### src/rtl/elevator_pkg.sv
`default_nettype none
// ============================================================================
//  Module      : elevator_pkg
//  Description : Shared types and encodings for the elevator floor controller
//                and its call dispatcher: FSM states, Up_Down command codes,
//                one-hot floor LED codes and small floor-mask helpers.
//  Revision    : 1.0  initial release
// ============================================================================
package elevator_pkg;

    typedef enum logic [2:0] {
        ST_IDLE        = 3'd0,
        ST_STEP        = 3'd1,
        ST_WAIT_ARRIVE = 3'd2,
        ST_DOOR        = 3'd3,
        ST_FAULT       = 3'd4
    } state_t;

    typedef enum logic {
        DIR_UP   = 1'b0,
        DIR_DOWN = 1'b1
    } dir_t;

    localparam logic [1:0] UD_HOLD = 2'b00;
    localparam logic [1:0] UD_UP   = 2'b01;
    localparam logic [1:0] UD_DOWN = 2'b10;

    localparam logic [2:0] FLOOR_1 = 3'b001;
    localparam logic [2:0] FLOOR_2 = 3'b010;
    localparam logic [2:0] FLOOR_3 = 3'b100;

    function automatic logic is_one_hot3(input logic [2:0] v);
        return (v == FLOOR_1) || (v == FLOOR_2) || (v == FLOOR_3);
    endfunction

    // Floors strictly above the given car position.
    function automatic logic [2:0] above_mask(input logic [2:0] f);
        case (f)
            FLOOR_1: return 3'b110;
            FLOOR_2: return 3'b100;
            default: return 3'b000;
        endcase
    endfunction

    // Floors strictly below the given car position.
    function automatic logic [2:0] below_mask(input logic [2:0] f);
        case (f)
            FLOOR_3: return 3'b011;
            FLOOR_2: return 3'b001;
            default: return 3'b000;
        endcase
    endfunction

endpackage
`default_nettype wire

### src/rtl/elevator_call_dispatcher_if.sv
`default_nettype none
// ============================================================================
//  Module      : elevator_call_dispatcher_if
//  Description : Signal bundle between call buttons / floor controller and the
//                call dispatcher.
//                  call_req[2:0]   call buttons (bit0 = floor 1)
//                  floor_leds[2:0] one-hot car position {LED_C,LED_B,LED_A}
//                  Enable          single-cycle step strobe
//                  Up_Down[1:0]    01 up, 10 down, 00 hold
//                  door_open       door held open
//                  pending[2:0]    latched unserved requests
//                  fault           sticky fault flag
//                  emergency_recall (only with EMERGENCY_RECALL_EN)
//                slave  = dispatcher view, master = environment view.
//  Config      : EMERGENCY_RECALL_EN adds emergency_recall.
//  Revision    : 1.0  initial release
// ============================================================================
interface elevator_call_dispatcher_if;
    logic [2:0] call_req;
    logic [2:0] floor_leds;
`ifdef EMERGENCY_RECALL_EN
    logic       emergency_recall;
`endif
    logic       Enable;
    logic [1:0] Up_Down;
    logic       door_open;
    logic [2:0] pending;
    logic       fault;

`ifdef EMERGENCY_RECALL_EN
    modport master (
        output call_req, floor_leds, emergency_recall,
        input  Enable, Up_Down, door_open, pending, fault
    );
    modport slave (
        input  call_req, floor_leds, emergency_recall,
        output Enable, Up_Down, door_open, pending, fault
    );
`else
    modport master (
        output call_req, floor_leds,
        input  Enable, Up_Down, door_open, pending, fault
    );
    modport slave (
        input  call_req, floor_leds,
        output Enable, Up_Down, door_open, pending, fault
    );
`endif
endinterface
`default_nettype wire

### src/rtl/elevator_door_timer.sv
`default_nettype none
// ============================================================================
//  Module      : elevator_door_timer
//  Description : Door dwell down-counter. load presets DOOR_CYCLES-1, clear
//                forces zero, count decrements while non-zero; done is high
//                when the count is zero.
//  Ports       : CLK, RST (sync, active-high), load, clear, count -> done
//  Revision    : 1.0  initial release
// ============================================================================
module elevator_door_timer #(
    parameter int DOOR_CYCLES = 8
) (
    input  wire logic CLK,
    input  wire logic RST,
    input  wire logic load,
    input  wire logic clear,
    input  wire logic count,
    output logic      done
);
    localparam int c_width = (DOOR_CYCLES > 1) ? $clog2(DOOR_CYCLES) : 1;
    localparam logic [c_width-1:0] c_load_val = c_width'(DOOR_CYCLES - 1);

    logic [c_width-1:0] r_cnt;

    always_ff @(posedge CLK) begin
        if (RST) begin
            r_cnt <= '0;
        end else if (load) begin
            r_cnt <= c_load_val;
        end else if (clear) begin
            r_cnt <= '0;
        end else if (count && (r_cnt != '0)) begin
            r_cnt <= r_cnt - 1'b1;
        end
    end

    assign done = (r_cnt == '0);
endmodule
`default_nettype wire

### src/rtl/elevator_call_dispatcher.sv
`default_nettype none
// ============================================================================
//  Module      : elevator_call_dispatcher
//  Description : Latches call buttons, reads the car position from one-hot
//                floor LEDs, issues one-floor step strobes (SCAN ordering) to
//                the floor controller and runs the door dwell. Sticky fault on
//                invalid LEDs or a step that never arrives.
//  Ports       : CLK, RST (sync, active-high),
//                bus (slave): call_req, floor_leds in;
//                             Enable, Up_Down, door_open, pending, fault out.
//  Parameters  : DOOR_CYCLES  door dwell length in cycles (>=1)
//                MOVE_TIMEOUT cycles allowed for a floor change after a step
//  Config      : EMERGENCY_RECALL_EN enables emergency_recall: clears/blocks
//                calls, sends the car to floor 1 and holds the door open.
//  Revision    : 1.0  initial release
// ============================================================================
module elevator_call_dispatcher
    import elevator_pkg::*;
#(
    parameter int DOOR_CYCLES  = 8,
    parameter int MOVE_TIMEOUT = 16
) (
    input  wire logic                 CLK,
    input  wire logic                 RST,
    elevator_call_dispatcher_if.slave bus
);
    localparam int c_tmr_w = $clog2(MOVE_TIMEOUT + 1);
    localparam logic [c_tmr_w-1:0] c_tmr_last = c_tmr_w'(MOVE_TIMEOUT - 1);

    state_t             r_state;
    dir_t               r_dir;
    logic [2:0]         r_pending;
    logic [2:0]         r_launch;
    logic [c_tmr_w-1:0] r_move_timer;
    logic               r_enable;
    logic [1:0]         r_up_down;
    logic               r_door_open;
    logic               r_fault;

    logic [2:0] w_leds;
    logic       w_leds_ok;
    logic       w_recall;
    logic [2:0] w_serve;
    logic [2:0] w_pending_nxt;
    logic       w_ahead_up;
    logic       w_ahead_down;
    dir_t       w_next_dir;
    logic       w_idle_open;
    logic       w_hold;
    logic       w_door_count;
    logic       w_door_done;

    assign w_leds    = bus.floor_leds;
    assign w_leds_ok = is_one_hot3(w_leds);

`ifdef EMERGENCY_RECALL_EN
    assign w_recall = bus.emergency_recall;
`else
    assign w_recall = 1'b0;
`endif

    // IDLE opens the door when the car already sits at a requested floor,
    // or (during recall) once it has reached floor 1.
    assign w_idle_open = (r_state == ST_IDLE) && w_leds_ok &&
                         (w_recall ? (w_leds == FLOOR_1) : (|(r_pending & w_leds)));

    // Recall at floor 1 keeps the door open with no dwell count; holding the
    // timer at zero lets the door close as soon as recall drops.
    assign w_hold       = w_recall && (r_state == ST_DOOR) && (w_leds == FLOOR_1);
    assign w_door_count = (r_state == ST_DOOR);

    always_comb begin
        w_serve = 3'b000;
        if (w_leds_ok) begin
            if ((r_state == ST_IDLE) && !w_recall) begin
                w_serve = r_pending & w_leds;
            end else if (r_state == ST_DOOR) begin
                w_serve = w_leds;
            end
        end
    end

    // Serve beats a simultaneous press of the same floor.
    always_comb begin
        w_pending_nxt = (r_pending | bus.call_req) & ~w_serve;
        if (w_recall) begin
            w_pending_nxt = 3'b000;
        end
    end

    // SCAN: keep going while something is ahead, otherwise reverse. With no
    // floor above 3 or below 1 this also forbids up at 3 and down at 1.
    assign w_ahead_up   = |(r_pending & above_mask(w_leds));
    assign w_ahead_down = |(r_pending & below_mask(w_leds));

    always_comb begin
        w_next_dir = r_dir;
        if (r_dir == DIR_UP) begin
            w_next_dir = w_ahead_up ? DIR_UP : DIR_DOWN;
        end else begin
            w_next_dir = w_ahead_down ? DIR_DOWN : DIR_UP;
        end
    end

    elevator_door_timer #(
        .DOOR_CYCLES (DOOR_CYCLES)
    ) u_door_timer (
        .CLK   (CLK),
        .RST   (RST),
        .load  (w_idle_open),
        .clear (w_hold),
        .count (w_door_count),
        .done  (w_door_done)
    );

    always_ff @(posedge CLK) begin
        if (RST) begin
            r_state      <= ST_IDLE;
            r_dir        <= DIR_UP;
            r_pending    <= 3'b000;
            r_launch     <= 3'b000;
            r_move_timer <= '0;
            r_enable     <= 1'b0;
            r_up_down    <= UD_HOLD;
            r_door_open  <= 1'b0;
            r_fault      <= 1'b0;
        end else begin
            r_pending <= w_pending_nxt;
            // Step strobe is a one-cycle pulse; default it off every cycle.
            r_enable  <= 1'b0;
            r_up_down <= UD_HOLD;

            if ((r_state != ST_FAULT) && !w_leds_ok) begin
                r_state     <= ST_FAULT;
                r_fault     <= 1'b1;
                r_door_open <= 1'b0;
            end else begin
                case (r_state)
                    ST_IDLE: begin
                        if (w_idle_open) begin
                            r_state     <= ST_DOOR;
                            r_door_open <= 1'b1;
                        end else if (w_recall) begin
                            // Not at floor 1 here, so down is always legal.
                            r_dir   <= DIR_DOWN;
                            r_state <= ST_STEP;
                        end else if (|r_pending) begin
                            r_dir   <= w_next_dir;
                            r_state <= ST_STEP;
                        end
                    end
                    ST_STEP: begin
                        r_enable     <= 1'b1;
                        r_up_down    <= (r_dir == DIR_UP) ? UD_UP : UD_DOWN;
                        r_launch     <= w_leds;
                        r_move_timer <= '0;
                        r_state      <= ST_WAIT_ARRIVE;
                    end
                    ST_WAIT_ARRIVE: begin
                        if (w_leds != r_launch) begin
                            r_state <= ST_IDLE;
                        end else if (r_move_timer == c_tmr_last) begin
                            r_state <= ST_FAULT;
                            r_fault <= 1'b1;
                        end else begin
                            r_move_timer <= r_move_timer + 1'b1;
                        end
                    end
                    ST_DOOR: begin
                        if (!w_hold && w_door_done) begin
                            r_state     <= ST_IDLE;
                            r_door_open <= 1'b0;
                        end
                    end
                    ST_FAULT: begin
                        r_fault     <= 1'b1;
                        r_door_open <= 1'b0;
                    end
                    default: begin
                        r_state <= ST_FAULT;
                        r_fault <= 1'b1;
                    end
                endcase
            end
        end
    end

    assign bus.Enable    = r_enable;
    assign bus.Up_Down   = r_up_down;
    assign bus.door_open = r_door_open;
    assign bus.pending   = r_pending;
    assign bus.fault     = r_fault;
endmodule
`default_nettype wire

### src/flat_wrapper.sv
// flat-port wrapper written by rule: the top's interface ports become plain ports
module elevator_call_dispatcher_flat import elevator_pkg::*;
#(
    parameter int DOOR_CYCLES  = 8,
    parameter int MOVE_TIMEOUT = 16
)
  (CLK, RST, bus_call_req, bus_floor_leds, bus_Enable, bus_Up_Down, bus_door_open, bus_pending, bus_fault);
  elevator_call_dispatcher_if bus_i ();
  input  wire logic CLK;
  input  wire logic RST;
  input wire logic [$bits(bus_i.call_req)-1:0] bus_call_req;
  input wire logic [$bits(bus_i.floor_leds)-1:0] bus_floor_leds;
  output wire logic [$bits(bus_i.Enable)-1:0] bus_Enable;
  output wire logic [$bits(bus_i.Up_Down)-1:0] bus_Up_Down;
  output wire logic [$bits(bus_i.door_open)-1:0] bus_door_open;
  output wire logic [$bits(bus_i.pending)-1:0] bus_pending;
  output wire logic [$bits(bus_i.fault)-1:0] bus_fault;
  assign bus_i.call_req = bus_call_req;
  assign bus_i.floor_leds = bus_floor_leds;
  assign bus_Enable = bus_i.Enable;
  assign bus_Up_Down = bus_i.Up_Down;
  assign bus_door_open = bus_i.door_open;
  assign bus_pending = bus_i.pending;
  assign bus_fault = bus_i.fault;
  elevator_call_dispatcher #(.DOOR_CYCLES(DOOR_CYCLES), .MOVE_TIMEOUT(MOVE_TIMEOUT)) u_core (.CLK(CLK), .RST(RST), .bus(bus_i));
endmodule
### config.mk
export PLATFORM = sky130hd
export DESIGN_NAME = elevator_call_dispatcher_flat
export DESIGN_NICKNAME = d
export VERILOG_FILES = /design/src/rtl/elevator_pkg.sv /design/src/rtl/elevator_call_dispatcher_if.sv /design/src/rtl/elevator_door_timer.sv /design/src/rtl/elevator_call_dispatcher.sv /design/src/flat_wrapper.sv
export SDC_FILE = /design/constraint.sdc
export NUM_CORES = 1
export LEC_CHECK = 0
export BUFFER_PORTS_ARGS = -buffer_cell sky130_fd_sc_hd__buf_2
export CORE_MARGIN = 2
export CORE_UTILIZATION = 51
export DETAILED_ROUTE_END_ITERATION = 10
export PLACE_DENSITY = 0.81
export SYNTH_ARGS = -nofsm -noshare
export SYNTH_HDL_FRONTEND = slang
export SYNTH_SLANG_ARGS = --single-unit
### constraint.sdc
create_clock -name CLK -period 2.6 [get_ports CLK]
set_input_delay 0.39 -clock CLK [delete_from_list [all_inputs] [get_ports CLK]]
set_output_delay 0.39 -clock CLK [all_outputs]
set_load 0.1 [all_outputs]
==> impl_metrics.csv <==
group,metric,value,unit
run_status,status,"finished, final reports clean",
synthesis,synth-seq-area-share,36.4,%
sta,relSlewSlack,60.3,%
synthesis,ys_types,48,
power,power_density,531,mW/mm^2
sta,timing.final.ws_setup,465,ps
synthesis,post_synth_inst_count,143,
synthesis,yosys.area.top_type,"dfxtp_1",
detailed_routing,drt_iter0_markers,41,
die,start_util,52.5,%
die,placementRows,18,
critical_path,reg2reg_depth,7,
layout,register_area,460,um^2
synthesis,ys_async_sr_fraction,0,%
sta,worst_pin_slew,596,ps
layout,multiInputGateArea,674,um^2
critical_path,cp_slowest_stage_delay,530,ps
sta,clock.fmax,0.468,GHz
placed_design,dp_cells,180,
cts,holdBufCountCts,0,
hold_path,hold_path_class,"in2reg",
synthesis,avgSynthCellArea,8.85,um^2
grt,antenna_found_initial,0,
cts,cts_resized,0,
hold_path,hold_depth,3,
cts,clockBufferDepth,2,
cts,cts_tree,"built",
synthesis,ys_ff_latch,23,
power,ir_worst_vdd,413,uV
critical_path,crit_arrival,2320,ps
layout,num_antenna_cells,0,
cts,root_buffer,"clkbuf_4",
synthesis,syn_area,0.00127,mm^2
die,ios,16,
detailed_routing,drt_wl_total,2740,um
detailed_routing,routed_wire_length_per_instance,14.9,um
sta,min_period,2140,ps
layout,stdcell_count,184,
sta,finalSetupTns,0,ps
sta,rsz0062_at_grt,"false",
power,power.static_leakage,0.000524,uW
synthesis,synth-edff-count,0,
sta,skew,2.71,ps
cts,cts-buffers-inserted,3,
layout,nFillCells,209,
critical_path,slowest_stage,"nor4_1",
critical_path,cp_cell_sequence,"ha_1, and3_1, ha_1, nor3b_1, a21oi_1, nor4_1, o22ai_1",
cts,cts_setup_buffers,0,
sta,setup_viol,0,
synthesis,synth_fp_nets,155,
critical_path,critical_path_required,2780,ps
cts,clk-insertion-delay-late,310,ps
layout,layout-drive-gt1-share,16.2,%
placed_design,dp_hpwl,1910,um
critical_path,worstSetupStartpointType,"flip-flop",
die,core,0.00241,mm^2
synthesis,yosys_warnings,0,
grt,gr-usage-all-layers,20.5,%
detailed_routing,drc,0,
cts,cts_sinks,23,
cts,clk_pin_slew,130,ps
critical_path,crit_top_cell,"ha_1",
die,die_area,0.00290,mm^2
sta,fin_hold_ws,331,ps
critical_path,crit_fanout,4,
synthesis,synth_common_cells,"dfxtp_1, inv_1, a21oi_1, nand2_1, nor2_1",
grt,grt_max_degree,23,
detailed_routing,vias,1133,
cts,cts_htree_levels,1,
critical_path,setup.worst_path.end_class,"flip-flop",
detailed_routing,vias_per_cell,6.16,
critical_path,path_class,"reg2reg",
grt,grt_pass1_vias,987,
layout,area_growth,5.34,%
synthesis,synth_area_leaders,"dfxtp_1, inv_1, a21oi_1",
sta,slew_viol_final,0,
grt,grt-ovfl-total,0,
die,fp.dieH,53.8,um
synthesis,synth_top_area_share,36.4,%
grt,grt_first_pass_wirelength,4320,um
placed_design,post-place-ws,556,ps
detailed_routing,ant_nets,0,
detailed_routing,dr.pass1.iters,4,
layout,fin_nets,167,
sta,fin_crit_sh,82.1,%
synthesis,yosys_most_used_dff,"dfxtp_1",
placed_design,place_congestion,0.788,
synthesis,synth_most_common_cell,"dfxtp_1",
sta,final_hold_viol_count,0,
placed_design,port_buffers,15,
flow_run,maxCapViolations,0,
die,die_w,53.8,um
-- sequential cells by signal, summed over array words and instances, names as in the netlist --
name,cells
u_core.r_dir,1
u_core.r_launch,3
u_core.bus.pending,3
u_core.bus.door_open,1
u_core.r_state,3
u_core.r_move_timer,5
u_core.bus.Enable,1
u_core.bus.fault,1
u_core.u_door_timer.r_cnt,3
u_core.bus.Up_Down,2
-- path summary, 6_finish.rpt --
path	slack [ps]	end	start
setup / recovery	460	u_core.r_move_timer[0]	u_core.r_move_timer[0]
hold / removal	330	u_core.bus.pending[2]	bus_call_req[2]
setup reg to reg	460	u_core.r_move_timer[0]	u_core.r_move_timer[0]
hold reg to reg	430	u_core.bus.Up_Down[0]	u_core.r_dir
-- cells by family (layout without fill, tap and decap cells) --
| logic type | after synthesis | after routing | synth area share (%) |
|---|---|---|---|
| AO/OA/AOI/OAI | 41 | 41 | 22.8 |
| XOR/XNOR | 5 | 5 | 4.05 |
| adder cells (fa/ha/maj) | 4 | 4 | 3.95 |
| buffers and inverters | 23 | 34 | 10.4 |
| flip-flops | 23 | 23 | 36.4 |
| AND/OR/NAND/NOR | 47 | 47 | 22.4 |
-- metal layers --
metal	wire (um)	track usage (%)
met1	1200	28.0
met2	1310	31.1
met3	185	3.33
met4	48	10.3
met5	0	0
-- where the power goes --
group / leakage, uW / switching (uW) / internal, uW
logic: 0.000321 / 108 / 45.4
clock network: 0.0000150 / 109 / 60.0
registers: 0.000188 / 19.5 / 366
-- area by class of cell --
type,instances,area share (%)
multi-input cells,97,50.6
repair buffers,16,6.19
flip-flops and latches,23,34.5
inverters,14,3.94
well taps,30,2.81
clock buffers,4,1.97
-- through the flow --
step	power, uW	area [um^2]	utilization (%)
2_1_floorplan	522	1270	-
3_3_place_gp	539	1310	54.3
3_5_place_dp	544	1310	54.3
4_1_cts	711	1330	55.3
5_1_grt	735	1330	55.3
6_report	708	1330	55.3
-- worst max-delay path: cells and delay by family, from the launching register on --
kind / cells / cell delay, ps
AND/OR/NAND/NOR: 3 / 900
flip-flops: 1 / 360
adder cells (fa/ha/maj): 2 / 440
AO/OA/AOI/OAI: 2 / 290
-- cells in the final DEF, fill, tap and decap left out, types with 3 or more instances in the layout --
| cell type | netlist | layout |
|---|---|---|
| o21ai_0 | 5 | 5 |
| buf_2 | 2 | 15 |
| xnor2_1 | 4 | 4 |
| nor3_1 | 3 | 3 |
| nor4_1 | 3 | 3 |
| dfxtp_1 | 23 | 23 |
| a21oi_1 | 10 | 10 |
| ha_1 | 4 | 4 |
| nand2_1 | 8 | 8 |
| clkbuf_4 | 0 | 3 |
| a21o_1 | 4 | 4 |
| nor4b_1 | 4 | 4 |
| inv_1 | 14 | 14 |
| nor2_1 | 8 | 8 |
| nand3_1 | 5 | 5 |
Power figures use the tool's default switching activity.
